<file path="src/rtl/pocket_detector_if.sv">
// Signal bundle between the pixel scanner / game logic and the pocket detector.
// The detector sits on the slave side; the scanner and game logic drive the master side.
interface pocket_detector_if;
    logic        startOfFrame;
    logic [10:0] pixelX;
    logic [10:0] pixelY;
    logic        drawingRequestBall;
    logic        drawingRequestHole;
    logic        clearHole;
    logic [2:0]  holeNumber;
    logic        holeValid;
    logic        holeEvent;

    modport master (
        output startOfFrame, pixelX, pixelY, drawingRequestBall, drawingRequestHole, clearHole,
        input  holeNumber, holeValid, holeEvent
    );

    modport slave (
        input  startOfFrame, pixelX, pixelY, drawingRequestBall, drawingRequestHole, clearHole,
        output holeNumber, holeValid, holeEvent
    );
endinterface

</file>
<file path="src/rtl/pocket_detector.sv">
// Finds which of the six table pockets the ball fell into: the first ball/hole overlap of each frame
// is classified by table geometry and must repeat on the same pocket over consecutive frames.
module pocket_detector #(
    parameter int TOP_OFFSET     = 0,
    parameter int DOWN_OFFSET    = 479,
    parameter int LEFT_OFFSET    = 0,
    parameter int RIGHT_OFFSET   = 639,
    parameter int CONFIRM_FRAMES = 2
) (
    input  logic             clk,
    input  logic             reset,
    pocket_detector_if.slave bus
);
    localparam int          MID_COL        = (LEFT_OFFSET + RIGHT_OFFSET) / 2;
    localparam logic [10:0] SPLIT_LEFT     = 11'((LEFT_OFFSET + MID_COL) / 2);
    localparam logic [10:0] SPLIT_RIGHT    = 11'((MID_COL + RIGHT_OFFSET) / 2);
    localparam logic [10:0] SPLIT_ROW      = 11'((TOP_OFFSET + DOWN_OFFSET) / 2);
    localparam logic [2:0]  CONFIRM_TARGET = 3'(CONFIRM_FRAMES);

    typedef enum logic [1:0] {
        SEARCH,
        CONFIRM,
        LATCHED
    } state_t;

    state_t      state_q, state_d;
    logic [2:0]  pending_q, pending_d;
    logic [2:0]  count_q, count_d;
    logic        frameHit_q, frameHit_d;
    logic [2:0]  frameHole_q, frameHole_d;
    logic        frameArmed_q, frameArmed_d;
    logic [2:0]  holeNumber_q, holeNumber_d;
    logic        holeValid_q, holeValid_d;
    logic        holeEvent_q, holeEvent_d;

    logic [1:0]  colIdx;
    logic        rowTop;
    logic [2:0]  pixelHole;
    logic        hit;
    logic        evaluate;
    logic        enterLatched;

    assign hit      = bus.drawingRequestBall & bus.drawingRequestHole;
    assign evaluate = bus.startOfFrame & frameArmed_q & ~bus.clearHole;

    // Top row counts 1-3 left to right, bottom row counts 4-6 right to left.
    always_comb begin
        colIdx = 2'd2;
        if (bus.pixelX < SPLIT_LEFT) begin
            colIdx = 2'd0;
        end else if (bus.pixelX < SPLIT_RIGHT) begin
            colIdx = 2'd1;
        end
        rowTop = (bus.pixelY < SPLIT_ROW);
        pixelHole = 3'd0;
        case ({rowTop, colIdx})
            3'b100:  pixelHole = 3'd1;
            3'b101:  pixelHole = 3'd2;
            3'b110:  pixelHole = 3'd3;
            3'b010:  pixelHole = 3'd4;
            3'b001:  pixelHole = 3'd5;
            3'b000:  pixelHole = 3'd6;
            default: pixelHole = 3'd0;
        endcase
    end

    // Only the earliest hit in scan order represents the frame; a frame only counts once armed.
    always_comb begin
        frameHit_d   = frameHit_q;
        frameHole_d  = frameHole_q;
        frameArmed_d = frameArmed_q;
        if (bus.clearHole) begin
            frameHit_d   = 1'b0;
            frameHole_d  = 3'd0;
            frameArmed_d = bus.startOfFrame;
        end else if (bus.startOfFrame) begin
            frameHit_d   = 1'b0;
            frameHole_d  = 3'd0;
            frameArmed_d = 1'b1;
        end else if (hit && !frameHit_q) begin
            frameHit_d  = 1'b1;
            frameHole_d = pixelHole;
        end
    end

    always_comb begin
        state_d   = state_q;
        pending_d = pending_q;
        count_d   = count_q;
        if (bus.clearHole) begin
            state_d = SEARCH;
            count_d = 3'd0;
        end else if (evaluate) begin
            case (state_q)
                SEARCH: begin
                    if (frameHit_q) begin
                        pending_d = frameHole_q;
                        count_d   = 3'd1;
                        state_d   = (CONFIRM_TARGET == 3'd1) ? LATCHED : CONFIRM;
                    end
                end
                CONFIRM: begin
                    if (!frameHit_q) begin
                        count_d = 3'd0;
                        state_d = SEARCH;
                    end else if (frameHole_q == pending_q) begin
                        count_d = count_q + 3'd1;
                        if (count_q + 3'd1 == CONFIRM_TARGET) begin
                            state_d = LATCHED;
                        end
                    end else begin
                        pending_d = frameHole_q;
                        count_d   = 3'd1;
                    end
                end
                default: begin
                end
            endcase
        end
    end

    // Outputs are registered, so they follow the deciding startOfFrame by one clock.
    always_comb begin
        enterLatched = (state_d == LATCHED) && (state_q != LATCHED);
        holeNumber_d = holeNumber_q;
        holeValid_d  = holeValid_q;
        holeEvent_d  = 1'b0;
        if (bus.clearHole) begin
            holeNumber_d = 3'd0;
            holeValid_d  = 1'b0;
        end else if (enterLatched) begin
            holeNumber_d = pending_d;
            holeValid_d  = 1'b1;
            holeEvent_d  = 1'b1;
        end
    end

    always_ff @(posedge clk) begin
        if (reset) begin
            state_q      <= SEARCH;
            pending_q    <= 3'd0;
            count_q      <= 3'd0;
            frameHit_q   <= 1'b0;
            frameHole_q  <= 3'd0;
            frameArmed_q <= 1'b0;
            holeNumber_q <= 3'd0;
            holeValid_q  <= 1'b0;
            holeEvent_q  <= 1'b0;
        end else begin
            state_q      <= state_d;
            pending_q    <= pending_d;
            count_q      <= count_d;
            frameHit_q   <= frameHit_d;
            frameHole_q  <= frameHole_d;
            frameArmed_q <= frameArmed_d;
            holeNumber_q <= holeNumber_d;
            holeValid_q  <= holeValid_d;
            holeEvent_q  <= holeEvent_d;
        end
    end

    assign bus.holeNumber = holeNumber_q;
    assign bus.holeValid  = holeValid_q;
    assign bus.holeEvent  = holeEvent_q;
endmodule

</file>
<file path="src/flat_wrapper.sv">
// flat-port wrapper written by rule: the top's interface ports become plain ports
module pocket_detector_flat 
#(
    parameter int TOP_OFFSET     = 0,
    parameter int DOWN_OFFSET    = 479,
    parameter int LEFT_OFFSET    = 0,
    parameter int RIGHT_OFFSET   = 639,
    parameter int CONFIRM_FRAMES = 2
)
  (clk, reset, bus_startOfFrame, bus_pixelX, bus_pixelY, bus_drawingRequestBall, bus_drawingRequestHole, bus_clearHole, bus_holeNumber, bus_holeValid, bus_holeEvent);
  pocket_detector_if bus_i ();
  input  logic clk;
  input  logic reset;
  input wire logic [$bits(bus_i.startOfFrame)-1:0] bus_startOfFrame;
  input wire logic [$bits(bus_i.pixelX)-1:0] bus_pixelX;
  input wire logic [$bits(bus_i.pixelY)-1:0] bus_pixelY;
  input wire logic [$bits(bus_i.drawingRequestBall)-1:0] bus_drawingRequestBall;
  input wire logic [$bits(bus_i.drawingRequestHole)-1:0] bus_drawingRequestHole;
  input wire logic [$bits(bus_i.clearHole)-1:0] bus_clearHole;
  output wire logic [$bits(bus_i.holeNumber)-1:0] bus_holeNumber;
  output wire logic [$bits(bus_i.holeValid)-1:0] bus_holeValid;
  output wire logic [$bits(bus_i.holeEvent)-1:0] bus_holeEvent;
  assign bus_i.startOfFrame = bus_startOfFrame;
  assign bus_i.pixelX = bus_pixelX;
  assign bus_i.pixelY = bus_pixelY;
  assign bus_i.drawingRequestBall = bus_drawingRequestBall;
  assign bus_i.drawingRequestHole = bus_drawingRequestHole;
  assign bus_i.clearHole = bus_clearHole;
  assign bus_holeNumber = bus_i.holeNumber;
  assign bus_holeValid = bus_i.holeValid;
  assign bus_holeEvent = bus_i.holeEvent;
  pocket_detector #(.TOP_OFFSET(TOP_OFFSET), .DOWN_OFFSET(DOWN_OFFSET), .LEFT_OFFSET(LEFT_OFFSET), .RIGHT_OFFSET(RIGHT_OFFSET), .CONFIRM_FRAMES(CONFIRM_FRAMES)) u_core (.clk(clk), .reset(reset), .bus(bus_i));
endmodule
</file>
<file path="config.mk">
export PLATFORM = sky130hd
export DESIGN_NAME = pocket_detector_flat
export DESIGN_NICKNAME = d
export VERILOG_FILES = /design/src/rtl/pocket_detector_if.sv /design/src/rtl/pocket_detector.sv /design/src/flat_wrapper.sv
export SDC_FILE = /design/constraint.sdc
export NUM_CORES = 1
export LEC_CHECK = 0
export CAP_MARGIN = 20
export CORE_MARGIN = 3
export CORE_UTILIZATION = 35
export CTS_BUF_LIST = sky130_fd_sc_hd__clkbuf_8
export CTS_CLUSTER_DIAMETER = 80
export DETAILED_ROUTE_END_ITERATION = 8
export PLACE_DENSITY = 0.68
export SLEW_MARGIN = 40
export SYNTH_ARGS = -nofsm -noshare
export SYNTH_HDL_FRONTEND = slang
export SYNTH_SLANG_ARGS = --single-unit
</file>
<file path="constraint.sdc">
create_clock -name clk -period 2.1 [get_ports clk]
set_clock_uncertainty 0.2 [all_clocks]
set_input_delay 0.21 -clock clk [delete_from_list [all_inputs] [get_ports clk]]
set_output_delay 0.21 -clock clk [all_outputs]
set_load 0.01 [all_outputs]
</file>
==> results of run 1 <==
area by class of cell:
type	count	area (um^2)	share of cell area
Tap cell	28	35.0	0.0272
Multi-Input combinational cell	74	479	0.372
Clock buffer	4	55.1	0.0428
Timing Repair Buffer	36	350	0.272
Sequential cell	18	360	0.280
Inverter	2	7.51	0.00583
power by group through the flow:
| stage | Sequential, uW | Clock (uW) | Combinational (uW) |
|---|---|---|---|
| after floorplan | 353 | 0 | 25.6 |
| after global placement | 354 | 0 | 88.0 |
| after detailed placement | 354 | 0 | 90.4 |
| after CTS | 346 | 289 | 90.7 |
| after global routing | 346 | 299 | 99.3 |
| final | 346 | 279 | 90.2 |
through the flow:
stage / setup WS, ns / instance area [um^2] / util / cells
2_1_floorplan: 0.364 / 851 / - / 95
3_3_place_gp: -0.0712 / 1230 / 0.547 / 158
3_5_place_dp: -0.118 / 1230 / 0.547 / 158
4_1_cts: 0.157 / 1290 / 0.571 / 162
5_1_grt: 0.0659 / 1290 / 0.571 / 162
6_report: 0.160 / 1290 / 0.571 / 162
cell families after synthesis:
logic type | synth area share
AOI/OAI and AO/OA | 0.191
xor gates and xnor gates | 0.0412
adders and majority gates | 0.0294
buffers and inverters | 0.0132
DFF | 0.424
muxes | 0.0471
and+or+nand+nor | 0.254
registers in the layout, indices dropped and copies added, names as in the netlist:
signal / cells
u_core.frameHit_q: 1
u_core.state_q: 2
u_core.frameArmed_q: 1
u_core.frameHole_q: 3
u_core.bus.holeValid: 1
u_core.count_q: 3
u_core.bus.holeNumber: 3
u_core.pending_q: 3
u_core.bus.holeEvent: 1
cells in the final DEF (no fill, tap or decap), types with 2 or more instances in the layout:
| master | count |
|---|---|
| clkbuf_8 | 4 |
| clkdlybuf4s50_1 | 32 |
| nand2b_1 | 2 |
| xnor2_1 | 4 |
| nor3_2 | 2 |
| or3_1 | 4 |
| ha_1 | 2 |
| inv_1 | 2 |
| a211oi_1 | 3 |
| mux2i_1 | 4 |
| and3_1 | 2 |
| dfxtp_1 | 18 |
| o21bai_1 | 2 |
| nand3_1 | 2 |
| nand2_1 | 4 |
| nor2_1 | 19 |
| a41oi_1 | 2 |
| buf_4 | 4 |
| o21ai_0 | 5 |
| a21oi_1 | 5 |
synthesized netlist by cell type:
cell type   n
ha_1        2
mux2i_1     4
nand3_1     2
a21oi_1     5
or3_1       4
nor3b_1     1
nand2_2     1
nor2_1     19
o21ai_0     5
nor3_1      1
nand2b_1    2
a31oi_1     1
inv_1       2
nand4_1     1
o22ai_1     1
a21o_1      1
a41oi_1     2
and3_1      2
a2111oi_4   1
a311o_1     1
a211oi_1    3
xnor2_1     4
nor3_2      2
dfxtp_1    18
and4bb_2    1
o21bai_1    2
or2_2       1
nand2_1     4
nor4_1      1
clkbuf_1    1
routing by layer:
layer | up-vias | track usage
met4 | 0 | 0.0625
met5 | - | 0
met3 | 2 | 0.0374
met2 | 22 | 0.236
met1 | 372 | 0.150
li1 | 419 | -
worst max-delay path: cells and delay by family:
kind,cells,cell delay [ns]
AND/OR/NAND/NOR,2,0.26
multiplexers,1,0.25
buffers and inverters,1,0.39
AO/OA/AOI/OAI,2,0.77
path summary, 6_finish.rpt:
check / end / from / cells past startpoint / slack (ns)
min: u_core.bus.holeValid / u_core.bus.holeValid / 2 / 0.27
max reg2reg: u_core.count_q[2] / u_core.frameHole_q[2] / 5 / 0.34
max: u_core.frameHole_q[1] / bus_pixelX[0] / 6 / 0.16
min reg2reg: u_core.bus.holeValid / u_core.bus.holeValid / 2 / 0.27
==> metrics.cfg, run 1 <==
[run_status]
outcome = completed

[power_and_ir_drop]
seq_power_share = 0.484
power_uw = 715
clkPwrFrac = 0.390
powerDensity_nw_per_um2 = 555
vdd_drop_max_uv = 494
netSwitchingFraction = 0.203
combPwrFrac = 0.126
switching_power_uw = 145
p_leak_uw = 0.000469
p_int_uw = 570

[detailed_routing]
wl_met3_um = 99
drt-met1-wl_um = 796
num_vias = 815
route.met2.wl_um = 970
highest_layer = met4
first_pass_iters = 4
wire_per_inst_um = 11.6
antenna_left = 0
wl_um = 1890
via_per_inst = 5.03
drc = 0
drt_iter0_markers = 14

[die]
core_um2 = 2250
start_util = 0.377
boundaryPins = 33
die_area_um2 = 3060
die_w_um = 55.3
die_h_um = 55.3
rows = 17

[flow_run]
max_cap_viol_count = 0

[worst_hold_path]
hold_class = reg2reg

[critical_path]
cp-end-kind = flop
cpPeakStageDelay_ns = 0.40
cp.arrival_ns = 1.88
critPathSlowestCell = a311o_1
criticalPathCategory = in2reg
start_kind = input pin
critical_path.max_fanout = 2
cp.required_ns = 2.04
crit_chain = clkdlybuf4s50_1 > and3_1 > a311o_1 > a2111oi_4 > mux2i_1 > nor3_2

[sta]
hold_viol = 0
rsz0062_at_grt = false
tns_ns = 0
fmax_mhz = 515
worst_pin_slew_ns = 0.269
slew_viol_final = 0
period_share = 0.924
hold_ws_ns = 0.271
relSlewSlack = 0.821
setup_viol = 0
min_period_ns = 1.94

[grt]
grt_max_degree = 11
grt_pass1_wl_um = 3330
grt_pass1_vias = 849
antenna_found_initial = 0
overflow = 0
globalRouteTotalUtil = 0.135

[clock_network]
cts_resized = 0
path_clk_slew_ns = 0.07
ctsHoldBuffers = 0
h-tree-depth = 1
cts_buffers = 3
cts_tree = yes
clock_latency_ns = 0.25
cts.sinks = 18
cts_root_buffer = clkbuf_8
clockBufferDepth = 2
post_cts_buffers = 0

[yosys]
synth_area_per_cell_um2 = 8.96
synth_area_um2 = 851
synth.yosys.warnings = 0
netlist-cell-type-count = 30
syn_inst = 95
ys_seq_area_frac = 0.424
synthTopCellsByArea = dfxtp_1, nor2_1, mux2i_1, xnor2_1, a2111oi_4
synth-seq-cells = 18
synth_top_area_frac = 0.424
syn_nets = 125
yosysTopAreaCell = dfxtp_1

[place]
globalplace.congestion = 0.753
io_buffers = 32
hpwl_um = 1570

[layout]
drive_gt1_frac = 0.104
finalNetCount = 165
diodes = 0
syn_to_final_growth_pct = 51.3
n_fill_cell = 219

Note: power is estimated with default switching activity, not from simulation.
==> run 2, diff against run 1 <==
Settings changed: ABC_AREA set to 1, CELL_PAD_IN_SITES_DETAIL_PLACEMENT set to 0, CELL_PAD_IN_SITES_GLOBAL_PLACEMENT set to 1, CORE_UTILIZATION 35 to 32, PLACE_DENSITY 0.68 to 0.83.
==> run 2 against run 1 <==
Compared with the run above: total power up 2.2%; sequential share of layout area decreased by 3.6 points; sequential power about the same; non-clock buffer count decreased by 3; setup slack better by 0.30 ns; clock-buffer cell count did not move; largest cell class unchanged.
==> metrics.cfg, run 2 <==
[run_status]
outcome = completed

[layout]
finalNonFillerCells = 246  ; +52%
layout_common_cells = nand2_1, clkdlybuf4s50_1, inv_1
finalNetCount = 233  ; +41%
layout_commonest_cell = nand2_1
syn_to_final_growth_pct = 42.1
diodes = 0  ; unchanged
drive_gt1_frac = 0.0743  ; -0.0302

[detailed_routing]
wire_per_inst_um = 9.47  ; -19%
wl_um = 2330  ; +24%
num_vias = 1034  ; +27%
first_pass_iters = 4  ; unchanged
drc = 0  ; unchanged
antenna_left = 0  ; unchanged
via_per_inst = 4.20  ; -16%
drt_iter0_markers = 34  ; +20

[clock_network]
post_cts_buffers = 0  ; unchanged
cts_root_buffer = clkbuf_8
cts.sinks = 18  ; unchanged
cts_tree = yes
cts_resized = 0  ; unchanged
cts_buffers = 3  ; unchanged
clockBufferDepth = 2  ; unchanged
clock_latency_ns = 0.26  ; about the same
ctsHoldBuffers = 0  ; unchanged
h-tree-depth = 1  ; unchanged
path_clk_slew_ns = 0.07  ; about the same

[yosys]
synth_commonest_cells = nand2_1, inv_1, nor2_1
async_flop_share = 0  ; unchanged
yosys.cell_count.top_type = nand2_1
netlist-cell-type-count = 22  ; -27%
synth_area_um2 = 1040  ; +22%
synth.yosys.warnings = 0  ; unchanged
yosysTopAreaCell = dfxtp_1
synth_top_flop_cell = dfxtp_1
syn_inst = 165  ; +74%
synth-seq-cells = 18  ; unchanged
synth_top_area_frac = 0.347  ; -0.0770
syn_nets = 195  ; +56%
synth_area_per_cell_um2 = 6.30  ; -30%
synthTopCellsByArea = dfxtp_1, nand2_1, inv_1, nor2_1, nand3_1
synth-edff-count = 0  ; unchanged
ys_seq_area_frac = 0.347  ; -0.0770

[grt]
overflow = 0  ; unchanged
grt_max_degree = 11  ; unchanged
grt_pass1_vias = 1001  ; +18%
antenna_found_initial = 0  ; unchanged
globalRouteTotalUtil = 0.124  ; -0.0107
grt_pass1_wl_um = 4030  ; +21%

[sta]
slew_viol_final = 0  ; unchanged
min_period_ns = 1.64  ; -0.300 ns
tns_ns = 0  ; unchanged
rsz0062_at_grt = false
relSlewSlack = 0.840  ; +0.0189
hold_ws_ns = 0.263  ; -0.00769 ns
fmax_mhz = 610  ; +18%
setup_viol = 0  ; unchanged
hold_viol = 0  ; unchanged
worst_slack_ns = 0.459  ; +0.300 ns
period_share = 0.781  ; -0.143
worst_pin_slew_ns = 0.240  ; -0.0288 ns

[critical_path]
r2r_start = u_core.count_q[0]
start_kind = flop
path_common_cell = nand2_1
cpPeakStageDelay_ns = 0.34  ; -0.06 ns
cp-end-kind = flop
cp.required_ns = 2.10  ; +0.06 ns
cp.buffers_inverters = 1  ; unchanged
critPathLaunch = u_core.count_q[0]
cp.arrival_ns = 1.64  ; -0.24 ns
cp_top_family = simple AND/OR/NAND/NOR gates
crit_chain = ha_1 > xnor2_1 > nand2_1 > nor2_4 > nand2_4 > nand2_1 > inv_1 > nor2_1
critPathSlowestCell = dfxtp_1
critical_path.max_fanout = 6  ; +4
criticalPathCategory = reg2reg

[worst_hold_path]
hold_class = reg2reg
hp-start = u_core.bus.holeValid

[die]
die_area_um2 = 3970  ; +30%
die_w_um = 63  ; +14%
start_util = 0.338  ; -0.0396
rows = 20  ; +3
die_h_um = 63  ; +14%
core_um2 = 3080  ; +37%
boundaryPins = 33  ; unchanged

[place]
io_buffers = 32  ; unchanged
pre_cts_ws_ns = 0.325  ; +0.443 ns
dp.cells = 242  ; +53%
hpwl_um = 1950  ; +24%
globalplace.congestion = 0.806  ; +7.0%

[power_and_ir_drop]
p_leak_uw = 0.000658  ; +40%
vdd_drop_max_uv = 288  ; -42%
powerDensity_nw_per_um2 = 494  ; -11%
power_uw = 731  ; +2.2%

[flow_run]
max_cap_viol_count = 0  ; unchanged

[run 2: cell types whose count changed after synthesis, moves of 3 or more]
| cell | change |
|---|---|
| nor2_1 | +4 |
| or3_1 | -4 |
| a211oi_1 | -3 |
| inv_1 | +27 |
| nor2_2 | +4 |
| nand2_1 | +42 |
| o21ai_1 | +4 |
| mux2i_1 | -4 |
| nand3_1 | +9 |
[run 2: through the flow]
step | instance area, um^2 | utilization
2_1_floorplan | 1040 | -
3_3_place_gp | 1420 | 0.462
3_5_place_dp | 1420 | 0.462
4_1_cts | 1480 | 0.480
5_1_grt | 1480 | 0.480
6_report | 1480 | 0.480
[run 2: layout make-up]
class	instances	area [um^2]
inverters	30	113
repair buffers	33	328
flip-flops and latches	18	360
fillers	338	1600
well taps	44	55.1
multi-input cells	117	567
clock buffers	4	55.1
[run 2: worst min-delay path, cell delays in order, from the launching register on]
cell	delay, ns
dfxtp_1	0.32
nand2_1	0.06
o21ai_1	0.05
[run 2: report_power, final]
| group | internal [uW] | switching, uW | total (uW) |
|---|---|---|---|
| logic | 59.0 | 37.7 | 96.7 |
| registers | 344 | 1.52 | 345 |
| clock network | 167 | 122 | 289 |
[run 2: kinds of logic (layout without fill, tap and decap cells)]
group           count (synthesis)  in the layout  share of synthesized area
compound gates                 19             19                      0.105
xor+xnor                        3              3                     0.0253
fa+ha+maj                       2              2                     0.0241
buf+inv                        30             67                      0.108
flops                          18             18                      0.347
simple gates                   93             93                      0.391
[run 2: worst paths after layout]
check	to	slack, ns	cells past startpoint
worst max register to register	u_core.bus.holeNumber[0]	0.46	8
worst min-delay path	u_core.bus.holeValid	0.26	2
worst max-delay path	u_core.bus.holeNumber[0]	0.46	8
worst min register to register	u_core.bus.holeValid	0.26	2
[run 2: routing by layer]
layer  vias up  share of wire  GRT usage
met4         0         0.0086     0.0331
met5         -              0          0
met2        14           0.47      0.217
met1       440           0.48      0.145
met3         4          0.040     0.0396
li1        576              -          -
